**src/rtl/uart_pkg.sv**
```systemverilog
// ============================================================================
// Module      : uart_pkg
// Description : Shared UART clocking constants and divisor type. The default
//               divisor is derived from the system clock, baud rate and
//               oversample ratio as a fixed-point clocks-per-os_tick value.
// Revision    : 1.0 - initial release
// ============================================================================
`default_nettype none

package uart_pkg;

  localparam int CLOCK_FREQ = 16000;
  localparam int BAUD_RATE  = 100;
  localparam int OVERSAMPLE = 16;
  localparam int DIV_W_DEF  = 16;
  localparam int FRAC_W_DEF = 4;

  // Clocks per oversample tick in fixed point with frac_w fractional bits.
  function automatic int calc_div_fixed(input int clk_hz, input int baud,
                                        input int os, input int frac_w);
    return (clk_hz << frac_w) / (baud * os);
  endfunction

  localparam int DIV_FIXED        = calc_div_fixed(CLOCK_FREQ, BAUD_RATE, OVERSAMPLE, FRAC_W_DEF);
  localparam int DEFAULT_DIV_INT  = DIV_FIXED >> FRAC_W_DEF;
  localparam int DEFAULT_DIV_FRAC = DIV_FIXED % (1 << FRAC_W_DEF);

  typedef struct packed {
    logic [DIV_W_DEF-1:0]  div_int;
    logic [FRAC_W_DEF-1:0] div_frac;
  } divisor_t;

endpackage

`default_nettype wire

```
**src/rtl/frac_tick_divider.sv**
```systemverilog
// ============================================================================
// Module      : frac_tick_divider
// Description : Fractional clock divider. Counts act_int (+1 when stretched)
//               clocks per period and accumulates the fractional part; a carry
//               out of the accumulator stretches the following period by one.
// Revision    : 1.0 - initial release
// ============================================================================
`default_nettype none

module frac_tick_divider #(
  parameter int DIV_W  = 16,
  parameter int FRAC_W = 4
) (
  input  logic              clk,
  input  logic              reset,
  input  logic              i_enable,
  input  logic              i_restart,
  input  logic              i_apply,
  input  logic [DIV_W-1:0]  i_div_int,
  input  logic [FRAC_W-1:0] i_div_frac,
  output logic              o_os_tick,
  output logic              o_term
);

  logic [DIV_W-1:0]  r_cnt;
  logic [FRAC_W-1:0] r_acc;
  logic              r_extra;
  logic              r_os_tick;
  logic [DIV_W-1:0]  w_last;
  logic [FRAC_W:0]   w_acc_sum;
  logic              w_term;

  // Terminal count of the current period, including the stretch bit.
  assign w_last    = i_div_int - DIV_W'(1) + DIV_W'(r_extra);
  assign w_acc_sum = {1'b0, r_acc} + {1'b0, i_div_frac};
  assign w_term    = i_enable && !i_restart && (r_cnt == w_last);

  // Period counter, fractional accumulator and registered os_tick.
  always_ff @(posedge clk or negedge reset) begin
    if (!reset) begin
      r_cnt     <= '0;
      r_acc     <= '0;
      r_extra   <= 1'b0;
      r_os_tick <= 1'b0;
    end else if (i_restart) begin
      r_cnt     <= '0;
      r_acc     <= '0;
      r_extra   <= 1'b0;
      r_os_tick <= 1'b0;
    end else if (w_term) begin
      r_cnt     <= '0;
      r_os_tick <= 1'b1;
      // A newly applied divisor starts from a clean fractional phase.
      if (i_apply) begin
        r_acc   <= '0;
        r_extra <= 1'b0;
      end else begin
        r_acc   <= w_acc_sum[FRAC_W-1:0];
        r_extra <= w_acc_sum[FRAC_W];
      end
    end else begin
      if (i_enable) begin
        r_cnt <= r_cnt + DIV_W'(1);
      end
      r_os_tick <= 1'b0;
    end
  end

  assign o_os_tick = r_os_tick;
  assign o_term    = w_term;

endmodule

`default_nettype wire

```
**src/rtl/baud_tick_gen.sv**
```systemverilog
// ============================================================================
// Module      : baud_tick_gen
// Description : Programmable UART baud tick generator. Produces oversample,
//               mid-bit and end-of-bit ticks; new divisors are staged in a
//               shadow register and applied at a period boundary or restart.
// Revision    : 1.0 - initial release
// ============================================================================
`default_nettype none

module baud_tick_gen
  import uart_pkg::*;
#(
  parameter int DIV_W            = uart_pkg::DIV_W_DEF,
  parameter int FRAC_W           = uart_pkg::FRAC_W_DEF,
  parameter int OVERSAMPLE       = uart_pkg::OVERSAMPLE,
  parameter int DEFAULT_DIV_INT  = uart_pkg::DEFAULT_DIV_INT,
  parameter int DEFAULT_DIV_FRAC = uart_pkg::DEFAULT_DIV_FRAC
) (
  input  logic              clk,
  input  logic              reset,
  input  logic              enable,
  input  logic              restart,
  input  logic [DIV_W-1:0]  div_int,
  input  logic [FRAC_W-1:0] div_frac,
  input  logic              div_load,
  output logic              os_tick,
  output logic              mid_tick,
  output logic              bit_tick,
  output logic              load_pending,
  output logic              cfg_err
);

  localparam int                OSC_W   = $clog2(OVERSAMPLE);
  localparam logic [OSC_W-1:0]  c_MID   = OSC_W'(OVERSAMPLE / 2 - 1);
  localparam logic [OSC_W-1:0]  c_LAST  = OSC_W'(OVERSAMPLE - 1);
  localparam logic [DIV_W-1:0]  c_DEF_I = DIV_W'(DEFAULT_DIV_INT);
  localparam logic [FRAC_W-1:0] c_DEF_F = FRAC_W'(DEFAULT_DIV_FRAC);
  localparam logic [DIV_W-1:0]  c_MIN_I = DIV_W'(2);

  logic [DIV_W-1:0]  r_act_int;
  logic [FRAC_W-1:0] r_act_frac;
  logic [DIV_W-1:0]  r_shd_int;
  logic [FRAC_W-1:0] r_shd_frac;
  logic              r_pending;
  logic              r_cfg_err;
  logic [OSC_W-1:0]  r_os_cnt;
  logic              r_mid;
  logic              r_bit;

  logic w_term;
  logic w_os_tick;
  logic w_apply;
  logic w_load_ok;
  logic w_load_bad;

  assign w_load_ok  = div_load && (div_int >= c_MIN_I);
  assign w_load_bad = div_load && (div_int <  c_MIN_I);
  assign w_apply    = r_pending && (restart || w_term);

  frac_tick_divider #(
    .DIV_W  (DIV_W),
    .FRAC_W (FRAC_W)
  ) u_div (
    .clk        (clk),
    .reset      (reset),
    .i_enable   (enable),
    .i_restart  (restart),
    .i_apply    (w_apply),
    .i_div_int  (r_act_int),
    .i_div_frac (r_act_frac),
    .o_os_tick  (w_os_tick),
    .o_term     (w_term)
  );

  // Shadow capture, validation and glitch-free transfer to the active divisor.
  always_ff @(posedge clk or negedge reset) begin
    if (!reset) begin
      r_act_int  <= c_DEF_I;
      r_act_frac <= c_DEF_F;
      r_shd_int  <= c_DEF_I;
      r_shd_frac <= c_DEF_F;
      r_pending  <= 1'b0;
      r_cfg_err  <= 1'b0;
    end else begin
      r_cfg_err <= w_load_bad;
      if (w_apply) begin
        r_act_int  <= r_shd_int;
        r_act_frac <= r_shd_frac;
      end
      // A load coinciding with an apply stages the newer value behind it.
      if (w_load_ok) begin
        r_shd_int  <= div_int;
        r_shd_frac <= div_frac;
        r_pending  <= 1'b1;
      end else if (w_apply) begin
        r_pending  <= 1'b0;
      end
    end
  end

  // Oversample position within the bit and mid/end-of-bit decode.
  always_ff @(posedge clk or negedge reset) begin
    if (!reset) begin
      r_os_cnt <= '0;
      r_mid    <= 1'b0;
      r_bit    <= 1'b0;
    end else if (restart) begin
      r_os_cnt <= '0;
      r_mid    <= 1'b0;
      r_bit    <= 1'b0;
    end else if (w_term) begin
      r_os_cnt <= (r_os_cnt == c_LAST) ? '0 : r_os_cnt + OSC_W'(1);
      r_mid    <= (r_os_cnt == c_MID);
      r_bit    <= (r_os_cnt == c_LAST);
    end else begin
      r_mid    <= 1'b0;
      r_bit    <= 1'b0;
    end
  end

  assign os_tick      = w_os_tick;
  assign mid_tick     = r_mid;
  assign bit_tick     = r_bit;
  assign load_pending = r_pending;
  assign cfg_err      = r_cfg_err;

endmodule

`default_nettype wire

```
**config.mk**
```make
export PLATFORM = sky130hd
export DESIGN_NAME = baud_tick_gen
export DESIGN_NICKNAME = d
export VERILOG_FILES = /design/src/rtl/uart_pkg.sv /design/src/rtl/frac_tick_divider.sv /design/src/rtl/baud_tick_gen.sv
export SDC_FILE = /design/constraint.sdc
export NUM_CORES = 1
export LEC_CHECK = 0
export ABC_AREA = 1
export CORE_UTILIZATION = 55
export CTS_CLUSTER_SIZE = 28
export DETAILED_ROUTE_END_ITERATION = 6
export PLACE_DENSITY = 0.78
export SYNTH_ARGS = -nofsm -noshare
export SYNTH_HDL_FRONTEND = slang
export SYNTH_SLANG_ARGS = --single-unit
```
**constraint.sdc**
```tcl
create_clock -name clk -period 2.8 [get_ports clk]
set_clock_uncertainty 0.1 [all_clocks]
set_input_delay 0.42 -clock clk [delete_from_list [all_inputs] [get_ports clk]]
set_output_delay 0.42 -clock clk [all_outputs]
set_load 0.005 [all_outputs]
```
After elaboration in Yosys (flattened, before gate mapping)
Cells that the tools add are included.
W data, S select, Z words.

word-level totals
  bits of input ports = 25
  flip-flop bits (word level) = 70

cells by class
  reductions and logical operators = 10
  mux-type cells = 20
  order comparisons = 2
  $add $sub $neg = 5
  equality and inequality tests = 3

operators with widths
  kind                     count
  $mux W16                 3
  $mux W4                  6
  $add A16 B1 Y16          1
  $add A16 B1 Y16 const B  1
  $eq A16 B16 Y1           1
  $ge A16 B2 Y1 const B    1
  $lt A16 B2 Y1 const B    1
  $sub A16 B1 Y16 const B  1
  $mux W1                  11
  $add A4 B4 Y5            1
  $logic_and A1 B1 Y1      5
  $add A4 B1 Y4 const B    1
  $eq A4 B3 Y1 const B     1
  $eq A4 B4 Y1 const B     1
  $reduce_bool A2 Y1       2
  $reduce_bool A3 Y1       1
  $logic_not A1 Y1         1
  $logic_or A1 B1 Y1       1

Longest topological paths before layout
  depth in word-level cells = 9
  mapped depth = 18

Modules after synthesis
From an unflattened synthesis, not the netlist that was laid out.

second synthesis, totals
  cells, all modules = 536
  area total of the unflattened synthesis = 4092.7 um2

modules (own cells, without submodules)
  module             cells an instance  area an instance (um2)  seq. area each (um2)  times used
  frac_tick_divider  316                2120.8                  550.5                 1
  baud_tick_gen      220                1971.9                  1206.2                1

Least setup slack after synthesis
OpenSTA, ideal clock, no wires.

  kind = register -> register
  start = register r_act_int[0]
  end = register u_div.r_cnt[13]
  setup slack = 657 ps
  data arrival time = 1925 ps
  cell stages (with the launch flop) = 17
  path through = dfrtp_1 inv_1 ha_1 ha_1 nand2_1 nor2_1 nand3_1 nand3_1 nand2_1 nor2_1 nand2_1 nor2_2 nand2_2 nand2_2 buf_6 buf_4 nor2_1

between the ends
  word-level cells in the longest chain between the ends = 6
  elaborated cells between the ends (all ways) = 7
  those cells by class = add/sub (2); eq/ne (1); mux (2); reduce/logical (2)

RTL lines
  item                     RTL line                 text
  from (decl)              baud_tick_gen.sv:40      logic [DIV_W-1:0] r_act_int;
  from (signal assigned)   baud_tick_gen.sv:78      r_act_int <= c_DEF_I;
  from (signal assigned)   baud_tick_gen.sv:87      r_act_int <= r_shd_int;
  $sub A16 B1 Y16 (*)      frac_tick_divider.sv:34  assign w_last = i_div_int - DIV_W'(1) + DIV_W'(r_extra);
  $add A16 B1 Y16 (*)      frac_tick_divider.sv:34
  $eq A16 B16 Y1 (*)       frac_tick_divider.sv:36  assign w_term = i_enable && !i_restart && (r_cnt == w_last);
  $logic_and A1 B1 Y1 (*)  frac_tick_divider.sv:36
  $mux W16                 frac_tick_divider.sv:50  end else if (w_term) begin
  $mux W16                 frac_tick_divider.sv:45  end else if (i_restart) begin
  to (signal assigned)     frac_tick_divider.sv:63  r_cnt <= r_cnt + DIV_W'(1);
  to (decl)                frac_tick_divider.sv:25  logic [DIV_W-1:0] r_cnt;

Every way passes the cells marked *; elsewhere a longest branch is shown, timed or not.
A chain may end at the register's enable or synchronous reset.

Final worst setup path
  start = register r_act_int[0]
  end = register r_act_int[4]

between the ends
  word-level cells in the longest chain between the ends = 6

RTL lines
  item                 RTL line                 text
  $sub A16 B1 Y16      frac_tick_divider.sv:34
  $add A16 B1 Y16      frac_tick_divider.sv:34
  $eq A16 B16 Y1       frac_tick_divider.sv:36
  $logic_and A1 B1 Y1  frac_tick_divider.sv:36
  $logic_or A1 B1 Y1   baud_tick_gen.sv:58      assign w_apply = r_pending && (restart || w_term);
  $logic_and A1 B1 Y1  baud_tick_gen.sv:58

Every way passes these cells.

==> results by group <==
Setup path
  • Worst R2R Setup Slack: about 250 ps
  • Worst-path fanout max: 20
  • CP Class: reg -> reg
  • CP startpoint: r_act_int[0]
  • R2R cell count: 17
  • CP endpoint: r_act_int[4]
  • RR Startpoint: r_act_int[0]
  • Crit path arrival time: 2670 ps
  • CP Launch Type: flop
  • Worst EP required: a little under 3000 ps
  • Worst setup EP type: flop
  • Reg-to-Reg End: r_act_int[4]

Detailed routing
  • Drt pass-1 iters: 7
  • Final wirelength: ~7400 microns
  • Vias/cell: between 5 and 6
  • Via count: between 2000 and 3000
  • Remaining DRCs: 2
  • DR WL/cell: between 10 and 15 microns
  • DRT antenna net count: 0
  • DRC marker count from the first detailed-route iteration: 288

STA
  • Final hold vios: 0
  • Final Hold Slack: between 40 and 50 ps
  • Worst Max-Slew Pin Slew: 729 ps
  • Max Clk Rate: between 300 and 400 MHz
  • Final Max Tran Viols: 0
  • Final setup viols: 0
  • Unrepaired setup endpoints after global routing: false
  • Period Utilization, post-route: 91.1%
  • Slew headroom: 51.4%
  • Crit path time final: ~2500 ps
  • Final TNS setup: 0 ps

Clock network
  • Max clock buf depth: 2
  • Root buffer cell: clkbuf_8
  • Clock sink total: 70
  • Worst skew pair latency: about 330 ps
  • Clk slew on worst S/H paths: roughly 70 ps
  • TritonCTS Buffers: 9
  • H-Tree Depth: 3
  • CTS tree: built

Power
  • Peak supply drop: between 400 and 500 uV
  • P per Cell Area: between 500 and 600 nW/um^2
  • Overall power: between 2000 and 3000 uW
  • Cell leakage power: roughly 0.0021 uW

Floorplanning
  • Initial Util: between 50% and 60%
  • Die Footprint: ~7000 sq um
  • Site Rows: 29
  • Die width: 84.4 microns
  • # IOs: 30
  • Placeable Area: about 6500 sq um
  • Chip height: around 84 microns

Global routing
  • Largest net degree at the start of global routing: 39
  • GRT overflow: 0
  • Vias in the first global route: ~3000
  • Total GRT Usage: between 20% and 30%
  • Initial antenna violation count: 0
  • First-pass GRT wire length: around 13000 microns

Finish
  • Ant. Diodes: 0
  • Register area: between 1500 and 2000 sq um
  • Layout area overhead: 16.3%
  • Share of layout cells above drive strength 1: between 10 and 15%
  • Nets: ~520
  • Multi-input logic area: ~1800 sq um
  • Fillers: approximately 520
  • Final instance area: approximately 4300 sq um
  • Post-layout util: ~67%

Place
  • Dpl cell area: a little over 4000 sq um
  • Dpl hpwl: 5480 microns
  • Placer Congestion: 0.862
  • IO buf count: 29

Yosys
  • Top cells by area, synth: dfrtp_1, nand2_1, mux2_2
  • Main flop type after synthesis: dfrtp_1
  • Synth Warn #: 0
  • Synth cell types: 31
  • Mapped Area: roughly 3700 sq um
  • Top-area cell type share of the netlist area: 44.3%
  • Syn nets: 488
  • Synth async-reset ratio: 100%
  • Yosys reg bits: 70
  • Avg Inst Size Synth: about 8.2 sq um
  • Number of synthesized flops with an enable pin: 0
  • Synthesized instance count: about 450
  • Area leader, netlist: dfrtp_1
  • Post-synthesis sequential area ratio: ~47%

Job
  • Max_cap viols: 0

Run status
  • Status: complete, but fails checks
  • Failing checks: design-rule violations

Min path
  • Hold Path Class: in -> async
how the worst min path moves through the flow:
| stage | to | slack (ps) | cells past startpoint |
|---|---|---|---|
| floorplan | bit_tick | 20 | 0 |
| global placement | r_act_int[0] | 360 | 2 |
| detailed placement | u_div.r_acc[3] | 370 | 2 |
| CTS | r_shd_frac[1] | 50 | 1 |
| global route | r_shd_int[0] | 90 | 1 |
| finish | r_shd_frac[1] | 40 | 1 |
report_power, final:
part           switching, uW  internal, uW
clock                    371           524
sequential              87.7          1100
combinational            243           181
total                    701          1800
layout by cell type (no fill, tap or decap):
cell             instances
inv_1                   37
nand3_1                 40
nand2_1                147
xnor2_1                  6
clkinv_4                 1
nor3_2                   1
and2_2                   1
nor2_4                   1
nor2_1                  49
buf_12                   2
nand2_4                  1
nor2_2                   5
nand4_1                  9
fa_1                     1
and3_1                   1
buf_2                    1
xor2_1                  11
ha_2                     1
inv_2                    1
and2_1                   1
nor4_1                   4
clkinv_2                 1
ha_1                     7
buf_4                    3
clkbuf_8                10
clkdlybuf4s50_1         28
nor2_8                   1
mux2_2                  20
nand3b_1                 3
dfstp_2                  4
dfrtp_1                 66
nand2_2                  4
inv_6                    1
nor3_1                   5
o21ai_0                 10
a21oi_1                  7
bufinv_16                2
through the flow:
step	std cells	worst slack (ps)
final	570	250
after global routing	570	1.19
after global placement	555	189
after CTS	570	161
after detailed placement	555	159
after floorplan	454	657
worst max-delay path, cell delays in order, from the launching register on:
cell,delay (ps)
dfrtp_1,380
inv_1,60
ha_1,180
ha_2,220
nand2_1,120
nor2_2,150
nand3_1,130
nand3_1,130
nand2_1,70
nor2_1,90
nand2_1,70
nor2_2,90
nand2_2,120
nand2_4,130
nand2_1,70
buf_4,210
nand2_1,90
nand2_1,60
layer usage:
metal  vias to the layer above  GRT usage, %  wire, microns
met4                         0          6.01             29
met1                      1383          32.2           3550
met2                        72          39.0           3510
li1                       1519             -              -
met5                         -             0              0
met3                         2          5.41            332
layout make-up:
class                      count  area share (%)
sequential                    70            40.5
inverter                      38            3.29
tap                           77            2.22
clock buffer                  10            3.17
multi-input combinational    336            40.9
timing repair buffer          34            8.02
clock inverter                 5            1.90
logic make-up (layout without fill, tap and decap cells):
kind of cell / Yosys count / after routing / share of synthesized area [%]
fa+ha+maj: 9 / 9 / 3.22
simple gates: 273 / 273 / 31.8
flops: 70 / 70 / 47.1
buf+inv: 48 / 87 / 5.63
xor+xnor: 17 / 17 / 3.99
mux: 20 / 20 / 6.03
compound gates: 17 / 17 / 2.28
what timing repair did:
action | in CTS | in global routing
buffers inserted | 0 | 0
hold buffers | 0 | 0
endpoints found under the setup margin | 0 | 21
resized for setup | 0 | 3
state kept, by name (all words and copies together) (netlist names), 4 cells and up:
signal / count
r_shd_frac: 4
r_act_frac: 4
r_shd_int: 16
u_div.r_cnt: 16
r_act_int: 16
u_div.r_acc: 4
r_os_cnt: 4
cell usage after synthesis (6+ instances only):
master / instances
mux2_2: 20
ha_1: 8
nand3_1: 40
xnor2_1: 6
a21oi_1: 7
nand4_1: 9
xor2_1: 11
buf_2: 6
nand2_1: 147
inv_1: 37
dfrtp_1: 66
nor2_1: 50
o21ai_0: 10
Power figures use the tool's default switching activity.
